### src/rtl/button_event_arbiter_if.sv
// Event handshake between the button front end (master) and the processor (slave).
// One event ID is offered at a time and held until it is acknowledged.
interface button_event_arbiter_if #(
  parameter int ID_W = 2
);
  logic            event_valid;
  logic [ID_W-1:0] event_id;
  logic            event_ack;

  modport master (
    output event_valid,
    output event_id,
    input  event_ack
  );

  modport slave (
    input  event_valid,
    input  event_id,
    output event_ack
  );
endinterface

### src/rtl/button_event_arbiter.sv
// Push-button front end: synchronizes active-low buttons, applies per-channel lockout,
// queues one pending event per channel and serves them round-robin over a valid/ack handshake.
module button_event_arbiter #(
  parameter int NUM_BUTTONS    = 4,
  parameter int ID_W           = 2,
  parameter int LOCKOUT_CYCLES = 15000000,
  parameter int CNT_W          = 24
) (
  input  logic                   clock,
  input  logic                   reset,
  input  logic [NUM_BUTTONS-1:0] buttonNotPressed,
  button_event_arbiter_if.master evt,
  output logic [NUM_BUTTONS-1:0] busy,
  output logic                   overflow
);

  localparam logic [CNT_W-1:0] CNT_MAX = CNT_W'(LOCKOUT_CYCLES - 1);

  typedef enum logic {
    S_IDLE,
    S_OFFER
  } state_t;

  logic [NUM_BUTTONS-1:0] sync1_q, sync2_q, prev_q;
  logic [NUM_BUTTONS-1:0] pending_q, pending_d;
  logic [NUM_BUTTONS-1:0] press, clr, ovf_hit, busy_w;
  logic                   overflow_q, overflow_d;
  state_t                 state_q, state_d;
  logic                   valid_q, valid_d;
  logic [ID_W-1:0]        id_q, id_d;
  logic [ID_W-1:0]        last_grant_q, last_grant_d;
  logic [ID_W-1:0]        grant_idx, rr_idx;
  logic                   grant_found, grant_fire;

  for (genvar gi = 0; gi < NUM_BUTTONS; gi++) begin : g_chan
    logic             busy_q, busy_d;
    logic [CNT_W-1:0] cnt_q, cnt_d;

    assign press[gi]   = sync2_q[gi] & ~prev_q[gi] & ~busy_q;
    assign clr[gi]     = grant_fire && (grant_idx == ID_W'(gi));
    // A new press beats a same-cycle grant clear, and is not an overflow in that case.
    assign pending_d[gi] = press[gi] | (pending_q[gi] & ~clr[gi]);
    assign ovf_hit[gi]   = press[gi] & pending_q[gi] & ~clr[gi];
    assign busy_w[gi]    = busy_q;

    always_comb begin
      busy_d = busy_q;
      cnt_d  = cnt_q;
      if (press[gi]) begin
        busy_d = 1'b1;
        cnt_d  = '0;
      end else if (busy_q) begin
        if (cnt_q == CNT_MAX) begin
          if (!sync2_q[gi]) busy_d = 1'b0;
        end else begin
          cnt_d = cnt_q + 1'b1;
        end
      end
    end

    always_ff @(posedge clock) begin
      if (reset) begin
        busy_q <= 1'b0;
        cnt_q  <= '0;
      end else begin
        busy_q <= busy_d;
        cnt_q  <= cnt_d;
      end
    end
  end

  always_comb begin
    grant_found = 1'b0;
    grant_idx   = '0;
    rr_idx      = '0;
    for (int k = 1; k <= NUM_BUTTONS; k++) begin
      rr_idx = ID_W'((int'(last_grant_q) + k) % NUM_BUTTONS);
      if (!grant_found && pending_q[rr_idx]) begin
        grant_found = 1'b1;
        grant_idx   = rr_idx;
      end
    end
  end

  always_comb begin
    state_d      = state_q;
    valid_d      = valid_q;
    id_d         = id_q;
    last_grant_d = last_grant_q;
    grant_fire   = 1'b0;
    overflow_d   = overflow_q | (|ovf_hit);
    case (state_q)
      S_IDLE: begin
        if (grant_found) begin
          grant_fire = 1'b1;
          id_d       = grant_idx;
          valid_d    = 1'b1;
          state_d    = S_OFFER;
        end
      end
      S_OFFER: begin
        if (evt.event_ack) begin
          valid_d      = 1'b0;
          last_grant_d = id_q;
          state_d      = S_IDLE;
        end
      end
      default: state_d = S_IDLE;
    endcase
  end

  always_ff @(posedge clock) begin
    if (reset) begin
      sync1_q      <= '0;
      sync2_q      <= '0;
      prev_q       <= '0;
      pending_q    <= '0;
      overflow_q   <= 1'b0;
      state_q      <= S_IDLE;
      valid_q      <= 1'b0;
      id_q         <= '0;
      last_grant_q <= ID_W'(NUM_BUTTONS - 1);
    end else begin
      sync1_q      <= ~buttonNotPressed;
      sync2_q      <= sync1_q;
      prev_q       <= sync2_q;
      pending_q    <= pending_d;
      overflow_q   <= overflow_d;
      state_q      <= state_d;
      valid_q      <= valid_d;
      id_q         <= id_d;
      last_grant_q <= last_grant_d;
    end
  end

  assign evt.event_valid = valid_q;
  assign evt.event_id    = id_q;
  assign busy            = busy_w;
  assign overflow        = overflow_q;

endmodule

### src/flat_wrapper.sv
// flat-port wrapper written by rule: the top's interface ports become plain ports
module button_event_arbiter_flat 
#(
  parameter int NUM_BUTTONS    = 4,
  parameter int ID_W           = 2,
  parameter int LOCKOUT_CYCLES = 15000000,
  parameter int CNT_W          = 24
)
  (clock, reset, buttonNotPressed, busy, overflow, evt_event_valid, evt_event_id, evt_event_ack);
  button_event_arbiter_if #(.ID_W(ID_W)) evt_i ();
  input  logic clock;
  input  logic reset;
  input  logic [NUM_BUTTONS-1:0] buttonNotPressed;
  output logic [NUM_BUTTONS-1:0] busy;
  output logic overflow;
  output wire logic [$bits(evt_i.event_valid)-1:0] evt_event_valid;
  output wire logic [$bits(evt_i.event_id)-1:0] evt_event_id;
  input wire logic [$bits(evt_i.event_ack)-1:0] evt_event_ack;
  assign evt_event_valid = evt_i.event_valid;
  assign evt_event_id = evt_i.event_id;
  assign evt_i.event_ack = evt_event_ack;
  button_event_arbiter #(.NUM_BUTTONS(NUM_BUTTONS), .ID_W(ID_W), .LOCKOUT_CYCLES(LOCKOUT_CYCLES), .CNT_W(CNT_W)) u_core (.clock(clock), .reset(reset), .buttonNotPressed(buttonNotPressed), .evt(evt_i), .busy(busy), .overflow(overflow));
endmodule
### config.mk
export PLATFORM = sky130hd
export DESIGN_NAME = button_event_arbiter_flat
export DESIGN_NICKNAME = d
export VERILOG_FILES = /design/src/rtl/button_event_arbiter_if.sv /design/src/rtl/button_event_arbiter.sv /design/src/flat_wrapper.sv
export SDC_FILE = /design/constraint.sdc
export NUM_CORES = 1
export LEC_CHECK = 0
export CAP_MARGIN = 20
export CORE_ASPECT_RATIO = 0.5
export CORE_MARGIN = 2
export CORE_UTILIZATION = 45
export CTS_BUF_LIST = sky130_fd_sc_hd__clkbuf_8
export DETAILED_ROUTE_END_ITERATION = 8
export GPL_TIMING_DRIVEN = 0
export MAX_ROUTING_LAYER = met4
export SYNTH_ARGS = -nofsm -noshare
export SYNTH_HDL_FRONTEND = slang
export SYNTH_SLANG_ARGS = --single-unit
### constraint.sdc
create_clock -name clock -period 2.3 [get_ports clock]
set_input_delay 0.69 -clock clock [delete_from_list [all_inputs] [get_ports clock]]
set_output_delay 0.69 -clock clock [all_outputs]
set_load 0.1 [all_outputs]
==> results of run 1 <==
==> cell families after synthesis <==
family | Yosys count | synth area share [%]
buf+inv | 36 | 2.92
xor+xnor | 67 | 10.7
simple gates | 337 | 31.8
flops | 123 | 44.2
mux | 7 | 1.28
fa+ha+maj | 4 | 0.899
compound gates | 71 | 8.25
==> power breakdown <==
part           internal [mW]  switching (mW)  total (mW)
Sequential              2.16          0.0344        2.20
Clock                   1.35           0.824        2.18
Combinational         0.0843           0.200       0.284
==> final cells by class <==
type                       count  area [sq um]  area share (%)
tap                          165           206            3.21
inverter                      12          45.0           0.700
clock buffer                  20           275            4.28
buffer                        23           106            1.65
timing repair buffer          17           148            2.29
clock inverter                10           173            2.68
multi-input combinational    486          3020            46.9
sequential                   123          2470            38.3
==> stage by stage <==
stage	instance area [sq um]	std cells	worst slack [ns]	total power, mW
final	6440	856	0.0502	4.66
after global routing	6440	856	-0.0265	4.83
after CTS	6370	854	0.00193	4.71
after detailed placement	5910	823	-0.171	2.54
after global placement	5910	823	-0.167	2.54
after floorplan	5570	645	0.146	2.46
==> registers in the layout (all words and copies together) (netlist names) <==
signal                  count
u_core.state_q              1
u_core.evt.event_valid      1
u_core.overflow             1
u_core.prev_q               4
u_core.sync1_q              4
u_core.last_grant_q         2
u_core.evt.event_id         2
u_core.g_chan.cnt_q        96
u_core.pending_q            4
u_core.g_chan.busy_q        4
u_core.sync2_q              4
==> placed cells by master (no fill, tap or decap), types with 6 or more instances in the layout <==
cell,netlist,layout
clkbuf_8,0,20
dfxtp_1,123,121
or4_1,9,9
o21ai_0,19,19
xnor2_1,24,24
nand3_1,39,37
nand2b_1,6,6
nand4_1,17,17
mux2i_1,6,6
a21oi_1,26,26
and4_1,6,6
o211ai_1,6,6
nor2b_1,14,14
nand2_1,53,53
nor2_1,102,102
or2_2,6,6
inv_1,12,14
nor4_1,6,6
buf_4,5,10
or3_1,20,18
clkbuf_1,17,17
xor2_1,42,42
and3_1,21,21
nor3_1,13,13
==> synth_stat cells, drive strengths merged (4+ instances only) <==
library cell / number
xor2: 43
ha: 4
nand3: 40
nor3: 13
and4: 7
o211ai: 6
a21oi: 27
clkbuf: 17
and3: 21
nand2b: 6
or4b: 4
buf: 7
or3: 21
dfxtp: 123
nor2: 102
nand2: 53
mux2i: 6
xnor2: 24
inv: 12
nor2b: 14
nor4: 10
or4: 10
nand4: 18
or2: 7
o21ai: 20
==> final timing paths <==
check / from / end / slack [ns] / depth (start not counted)
hold reg to reg: u_core.sync1_q[3] / u_core.sync2_q[3] / 0.44 / 1
hold / removal: u_core.sync1_q[3] / u_core.sync2_q[3] / 0.44 / 1
setup / recovery: u_core.g_chan[0].cnt_q[6] / u_core.g_chan[0].cnt_q[19] / 0.05 / 6
setup reg to reg: u_core.g_chan[0].cnt_q[6] / u_core.g_chan[0].cnt_q[19] / 0.05 / 6
==> metal layers <==
metal	track usage [%]	vias up	routed length [microns]
met4	8.04	0	150
met2	29.1	36	4760
li1	-	2315	-
met3	4.10	17	236
met1	24.1	2081	6030
met5	-	-	0
==> timing repair <==
item | in CTS | in global routing
setup buffers | 1 | 3
hold buffers | 0 | 0
gates resized for setup | 30 | 13
endpoints found under the setup margin | 17 | 36
pin swaps | 1 | 5
==> summary.md, run 1 <==
| Metric | Value |
|---|---|
| Post-synthesis area per instance | `about 8.6 sq um` |
| Total CTS buffers | `17` |
| DRT Pass-1 Iters | `4` |
| Yosys warns | `0` |
| CTS Buffer Depth | `2` |
| FF+latch count, synth | `~120` |
| Clk Latency, worst-skew pair | `~0.43 ns` |
| Slew HR | `57.1%` |
| # IOs | `15` |
| Crit end category | `register` |
| Slowest-stage cell, CP | `or4_1` |
| Die Area | `0.0133 sq mm` |
| Final setup fails | `0` |
| Post-Syn Area | `0.00557 sq mm` |
| Hpwl dp | `about 7600 microns` |
| Top post-synthesis cells by area | `dfxtp_1 (44%), nor2_1 (6.9%), xor2_1 (6.6%), xnor2_1 (3.8%), nand2_1 (3.6%)` |
| Total global routing overflow | `0` |
| RSZ-0062 raised after global routing | `yes` |
| Synthesized Nets | `656` |
| Diode count | `0` |
| PortBufs | `13` |
| Top-area cell type share of the netlist area | `about 44%` |
| H-tree levels | `4` |
| Min Clock Period, post-route | `2.25 ns` |
| Gate Count Post-Synth | `between 600 and 700` |
| P&R area growth vs syn | `15.6%` |
| Max-cap violation count | `0` |
| Post-synthesis async set-or-reset flop share | `0%` |
| Final Hold Fails | `0` |
| PwrDens | `724 mW/mm^2` |
| Area leader, netlist | `dfxtp_1` |
| Tcrit/Tclk final | `between 90% and 100%` |
| WP buf/inv | `0` |
| Element type at the critical path start | `register` |
| Yosys cell types | `60` |
| Height of the chip | `just over 80 microns` |
| Root Buffer Master | `clkbuf_8` |
| Drt total wl | `roughly 11000 microns` |
| Total GRT Usage | `about a fifth` |
| CP arrival | `between 2 and 3 ns` |
| Via count | `roughly 4400` |
| Number of clock sinks | `between 100 and 150` |
| Hold_ws | `between 0.4 and 0.5 ns` |
| EDFF count, synth | `0` |
| Crit path max fanout | `7` |
| Floorplan core area | `0.0119 sq mm` |
| DIE WIDTH | `roughly 160 microns` |
| DRC viols | `0` |
| Pleak | `between 2 and 2.5 nW` |
| Peak Freq | `444 MHz` |
| Initial antenna violation count | `0` |
| Setup TNS | `0 ns` |
| Slew @ Worst Pin | `approximately 0.64 ns` |
| Crit-path leading delay family | `simple AND/OR/NAND/NOR gates` |
| CTS clk-pin slew, worst paths | `around 0.070 ns` |
| Max-slew violations | `0` |
| First-pass GRT wire length | `between 15000 and 20000 microns` |
| CP peak stage delay | `between 0.5 and 0.6 ns` |
| Filler cell count | `roughly 1100` |
| IR drop worst, VDD | `between 0.3 and 0.4 mV` |
| HP Class | `reg -> reg` |
| Final nets | `691` |
| Critical Path RT | `between 2 and 3 ns` |
| Crit path cell chain | `or4_1 -> or4_4 -> or3_4 -> nand3b_1 -> xor2_1 -> nor2_1` |
| Fin Clk Skew | `0.0145 ns` |
| GPL Wtd Cong | `roughly 0.82` |
| Prevailing post-synth register cell | `dfxtp_1` |
| Register area share after synthesis | `44.2%` |
| WL/cell | `13.1 microns` |
| Initial Util | `about 47%` |
| Largest net degree at the start of global routing | `17` |
| Vias in the first global route | `around 4200` |
| TritonCTS clock tree | `yes` |
| Initial drt markers | `about 170` |
| Routed Antenna Nets | `0` |
| Row Count | `28` |
| Post-DR vias/cell | `5.20` |
| Status | `finished, final reports clean` |
| Final core utilization | `about 54%` |
| Share of layout cells above drive strength 1 | `approximately 12%` |
| Kind of critical path | `reg -> reg` |
(Power assumes the default switching activity.)
==> inputs of run 2 (changes only) <==
CORE_UTILIZATION = 28   (was 45)
==> summary.md, run 2 (same netlist as run 1, synthesis figures left out) <==
| Metric | Value |
|---|---|
| Final setup fails | `0 (unchanged)` |
| Hold_ws | `0.437 ns (-0.00557 ns)` |
| Slew @ Worst Pin | `0.725 ns (+0.0849 ns)` |
| Most frequent cells in the layout | `dfxtp_1 (121), nor2_1 (102), nand2_1 (53)` |
| Clock network power share | `37.4% (-9.3 points)` |
| Final Hold Fails | `0 (unchanged)` |
| CTS Buffer Depth | `2 (unchanged)` |
| Max-cap violation count | `0 (unchanged)` |
| PortBufs | `13 (unchanged)` |
| Initial Util | `28.6% (-18 points)` |
| Hold path start | `u_core.sync1_q[2]` |
| Share of layout cells above drive strength 1 | `11.0% (-0.59 points)` |
| Switching pwr | `999 uW (-5.6%)` |
| Internal power | `2.97 mW (-18%)` |
| CP arrival | `2.53 ns (-0.02 ns)` |
| Die Area | `0.0211 sq mm (+58%)` |
| Crit end category | `register` |
| RR Endpoint | `u_core.g_chan[0].cnt_q[21]` |
| # IOs | `15 (unchanged)` |
| Tcrit/Tclk final | `97.3% (-0.47 points)` |
| Floorplan core area | `0.0195 sq mm (+63%)` |
| Pre-CTS setup slack | `-0.177 ns (-0.00552 ns)` |
| H-tree levels | `4 (unchanged)` |
| Critical Path RT | `2.60 ns (about the same)` |
| Element type at the critical path start | `register` |
| Via count | `4541 (+2.1%)` |
| Drt total wl | `11200 microns (+0.46%)` |
| Status | `finished, final reports clean` |
| Max reg flops | `96 (unchanged)` |
| Setup WS post-layout | `0.0610 ns (+0.0107 ns)` |
| Row Count | `36 (+29%)` |
| RSZ-0062 raised after global routing | `yes` |
| Slew HR | `51.4% (-5.7 points)` |
| IR drop worst, VDD | `0.361 mV (+0.45%)` |
| Clk Latency, worst-skew pair | `0.43 ns (about the same)` |
| TritonCTS clock tree | `yes` |
| Final core utilization | `33.0% (-21 points)` |
| Diode count | `0 (unchanged)` |
| Min Clock Period, post-route | `2.24 ns (-0.0107 ns)` |
| Fin Clk Skew | `0.00934 ns (-0.00518 ns)` |
| Area of the multi-input gates | `0.00300 sq mm (-0.46%)` |
| Filler cell count | `1994 (+82%)` |
| Top reg by flops | `u_core.g_chan.cnt_q` |
| Vias in the first global route | `4258 (+0.42%)` |
| Post-DR vias/cell | `4.74 (-8.8%)` |
| Largest net degree at the start of global routing | `17 (unchanged)` |
| Total global routing overflow | `0 (unchanged)` |
| Combinational share of power | `7.2% (+1.1 points)` |
| Cts hold-fix bufs | `0 (unchanged)` |
| PwrDens | `619 mW/mm^2 (-15%)` |
| Root Buffer Master | `clkbuf_8` |
| Number of clock sinks | `123 (unchanged)` |
| Hold Path Stages | `1 (unchanged)` |
| Routed Antenna Nets | `0 (unchanged)` |
| Height of the chip | `104 microns (+25%)` |
| Initial drt markers | `305 (+85%)` |
| Initial antenna violation count | `0 (unchanged)` |
| Pleak | `2.25 nW (-2.5%)` |
| Register area | `0.00246 sq mm (-0.10%)` |
| Sw frac | `25.2% (+2.5 points)` |
| DRT Pass-1 Iters | `4 (unchanged)` |
| WL/cell | `11.7 microns (-10%)` |
| Final nets | `693 (+0.29%)` |
| Total CTS buffers | `17 (unchanged)` |
| Max-slew violations | `0 (unchanged)` |
| Worst r2r src | `u_core.g_chan[0].cnt_q[9]` |
| CTS clk-pin slew, worst paths | `0.07 ns (about the same)` |
| HP Class | `reg -> reg` |
| Crit path max fanout | `7 (unchanged)` |
| First-pass GRT wire length | `19500 microns (about the same)` |
| P&R area growth vs syn | `15.2%` |
| Finished Cell Area | `0.00642 sq mm (-0.31%)` |
| Total GRT Usage | `11.4% (-7.4 points)` |
| Reg2reg path depth | `6 (unchanged)` |
| DIE WIDTH | `203 microns (+26%)` |
| Most common cell after layout, fill and taps aside | `dfxtp_1` |
| DRC viols | `0 (unchanged)` |
| Flop pwr share | `55.4% (+8.2 points)` |
| Hpwl dp | `7850 microns (+2.8%)` |
| Setup slack, reg-to-reg | `0.06 ns (about the same)` |
| Hold Path Sink | `u_core.sync2_q[2]` |
| Peak Freq | `447 MHz (+0.48%)` |
| Dpl cell area | `0.00603 sq mm (+2.1%)` |
| GPL Wtd Cong | `0.798 (-2.6%)` |
| Kind of critical path | `reg -> reg` |
run 2: cell types whose count changed in the layout (fill, tap and decap cells not counted), sizes merged:
cell           previous run  this run
bufinv                    5         0
clkdlybuf4s18             0         1
buf                      13        14
clkbuf                   38        36
clkinv                    3         4
inv                      14        19
run 2: area by class of cell:
class                   instances  share of cell area (%)
clock inverters                11                   0.722
clock buffers                  18                    3.86
well taps                     266                    5.19
flip-flops and latches        123                    38.4
inverters                      12                   0.702
plain buffers                  23                    1.72
multi-input cells             486                    46.8
repair buffers                 19                    2.61
run 2: what timing repair did:
action                                  in CTS  in global routing
endpoints found under the setup margin      15                 41
setup buffers                                0                  6
pin swaps                                    1                  3
gates resized for setup                     28                 13
run 2: worst max path at each step:
stage | to | depth (start not counted) | slack (ns) | from
finish | u_core.g_chan[0].cnt_q[21] | 6 | 0.06 | u_core.g_chan[0].cnt_q[9]
global route | u_core.g_chan[0].cnt_q[6] | 6 | -0.03 | u_core.g_chan[0].cnt_q[9]
CTS | u_core.g_chan[0].cnt_q[21] | 7 | -0.002 | u_core.g_chan[0].cnt_q[6]
global placement | busy[1] | 2 | -0.18 | u_core.g_chan[1].busy_q
detailed placement | busy[1] | 2 | -0.18 | u_core.g_chan[1].busy_q
floorplan | u_core.g_chan[0].cnt_q[21] | 7 | 0.15 | u_core.g_chan[0].cnt_q[6]
run 2: routing by layer:
layer	global-route usage, %	part of all wire, %	vias up
met5	-	0	-
met4	5.37	1.8	0
met3	2.27	2.8	18
met2	17.9	47	63
met1	14.1	49	2125
li1	-	-	2335
run 2: worst max-delay path: stages, from the launching register on:
cell	delay, ns
dfxtp_2	0.34
or4_1	0.50
or4_4	0.47
or3_4	0.46
nand4_2	0.14
xor2_1	0.15
nor2_1	0.05
run 2: power groups by stage:
stage	logic, mW	registers, mW	clock network, mW
global route	0.312	2.20	1.64
floorplan	0.164	2.29	0
detailed placement	0.290	2.25	0
finish	0.286	2.20	1.48
global placement	0.285	2.25	0
CTS	0.286	2.20	1.54
run 2: stage by stage:
step / total power [mW] / std cells / TNS (ns)
after floorplan: 2.46 / 645 / 0
after global placement: 2.53 / 924 / -0.481
after detailed placement: 2.54 / 924 / -0.497
after CTS: 4.02 / 953 / -0.00229
after global routing: 4.16 / 958 / -0.0689
final: 3.97 / 958 / 0
==> inputs of run 3 (changes only) <==
clock period = 2.6 ns   (was 2.3 ns; I/O delays follow)
==> summary.md, run 3 (same netlist as run 1, synthesis figures left out) <==
| Metric | Value |
|---|---|
| Status | `finished, final reports clean` |
| PortBufs | `13 (unchanged)` |
| Floorplan core area | `0.0195 sq mm (unchanged)` |
| Top reg by flops | `u_core.g_chan.cnt_q` |
| First-pass GRT wire length | `19500 microns (+0.25%)` |
| Element type at the critical path start | `register` |
| Initial drt markers | `270 (-11%)` |
| Via count | `4491 (-1.1%)` |
| Filler cell count | `2008 (+0.70%)` |
| Largest net degree at the start of global routing | `17 (unchanged)` |
| H-tree levels | `4 (unchanged)` |
| Slew HR | `36.4% (-15 points)` |
| Pre-CTS setup slack | `0.0333 ns (+0.210 ns)` |
| RSZ-0062 raised after global routing | `no` |
| Post-DR vias/cell | `4.71 (-0.58%)` |
| Crit-path leading delay family | `buffers and inverters` |
| Peak Freq | `roughly 400 MHz` |
| Vias in the first global route | `4262 (+0.094%)` |
| Max-slew violations | `0 (unchanged)` |
| Total global routing overflow | `0 (unchanged)` |
| Row Count | `36 (unchanged)` |
| Start point of the critical path | `u_core.overflow` |
| Cts hold-fix bufs | `0 (unchanged)` |
| Hold path start | `u_core.sync1_q[2]` |
| Crit end category | `primary output` |
| Critical Path RT | `1.82 ns (-0.78 ns)` |
| GPL Wtd Cong | `0.798 (unchanged)` |
| CTS Buffer Depth | `2 (unchanged)` |
| DRT Pass-1 Iters | `4 (unchanged)` |
| Max-cap violation count | `0 (unchanged)` |
| WL/cell | `11.6 microns (-0.58%)` |
| # IOs | `15 (unchanged)` |
| Total GRT Usage | `11.4% (+0.028 points)` |
| Hpwl dp | `7850 microns (unchanged)` |
| Setup WS post-layout | `0.161 ns (+0.0997 ns)` |
| DIE WIDTH | `203 microns (unchanged)` |
| Most common cell after layout, fill and taps aside | `dfxtp_1` |
| Initial antenna violation count | `0 (unchanged)` |
| WP buf/inv | `1 (+1)` |
| Crit path max fanout | `2 (-5)` |
| Root Buffer Master | `clkbuf_8` |
| TritonCTS clock tree | `yes` |
| Fin Clk Skew | `0.00989 ns (+0.000548 ns)` |
| Final nets | `688 (-0.72%)` |
| HP Class | `reg -> reg` |
| Slew @ Worst Pin | `0.958 ns (+0.233 ns)` |
| P&R area growth vs syn | `13.4%` |
| Final setup fails | `0 (unchanged)` |
| Worst r2r src | `u_core.g_chan[1].cnt_q[0]` |
| Share of layout cells above drive strength 1 | `8.59% (-2.4 points)` |
| CP arrival | `1.66 ns (-0.87 ns)` |
| Pleak | `2.20 nW (-2.2%)` |
| IR drop worst, VDD | `0.319 mV (-12%)` |
| PwrDens | `555 mW/mm^2 (-10%)` |
| CP peak stage delay | `0.87 ns (+0.37 ns)` |
| Kind of critical path | `reg -> out` |
| Number of clock sinks | `123 (unchanged)` |
| Clk Latency, worst-skew pair | `0.43 ns (about the same)` |
| Total CTS buffers | `17 (unchanged)` |
| Diode count | `0 (unchanged)` |
| Routed Antenna Nets | `0 (unchanged)` |
| Most frequent cells in the layout | `dfxtp_1 (123), nor2_1 (102), nand2_1 (53)` |
| Height of the chip | `104 microns (unchanged)` |
| Min Clock Period, post-route | `around 2.4 ns` |
| Setup TNS | `0 ns (unchanged)` |
| DRC viols | `0 (unchanged)` |
| CTS clk-pin slew, worst paths | `0.06 ns (about the same)` |
| Final Hold Fails | `0 (unchanged)` |
| Tcrit/Tclk final | `93.8%` |
| Slowest-stage cell, CP | `dlygate4sd2_1` |
| Initial Util | `28.6% (unchanged)` |
| Max reg flops | `96 (unchanged)` |
| Drt total wl | `11100 microns (-1.1%)` |
| Die Area | `0.0211 sq mm (unchanged)` |
| Crit path cell chain | `dlygate4sd2_1` |
run 3: worst paths after layout:
check | endpoint | slack, ns | cells past startpoint
max | overflow | 0.16 | 1
min | u_core.sync2_q[2] | 0.44 | 1
max reg2reg | u_core.g_chan[1].cnt_q[22] | 0.23 | 7
min reg2reg | u_core.sync2_q[2] | 0.44 | 1
run 3: final cells by class:
cell class              count  area [sq um]  area share [%]
inverters                  12          45.0           0.713
multi-input cells         486          2940            46.6
well taps                 266           333            5.27
plain buffers              24           118            1.86
flip-flops and latches    123          2460            39.0
clock buffers              18           248            3.92
repair buffers             13           120            1.90
clock inverters            11          46.3           0.733
run 3: stage by stage:
step | power [mW] | instances | instance area, sq um | hold slack (ns) | util, %
after detailed placement | 2.24 | 924 | 6030 | 0.425 | 31.0
final | 3.51 | 953 | 6320 | 0.437 | 32.5
after CTS | 3.56 | 953 | 6320 | 0.440 | 32.5
after global placement | 2.24 | 924 | 6030 | 0.415 | 31.0
after floorplan | 2.17 | 645 | 5570 | 0.414 | -
after global routing | 3.67 | 953 | 6320 | 0.460 | 32.5
run 3: report_power, final:
| part | internal (mW) | switching, mW |
|---|---|---|
| logic | 0.0726 | 0.174 |
| registers | 1.92 | 0.0306 |
| clock network | 0.634 | 0.679 |
run 3: layer usage:
metal,vias to the layer above,part of all wire (%),global-route usage (%)
li1,2322,-,-
met3,15,2.5,2.27
met5,-,0,-
met2,45,46,17.9
met1,2109,50,14.2
met4,0,1.5,5.47
run 3: what timing repair did:
item                       in CTS  in global routing
setup endpoints to repair       8                  1
setup buffers                   0                  0
resized for setup              14                  1
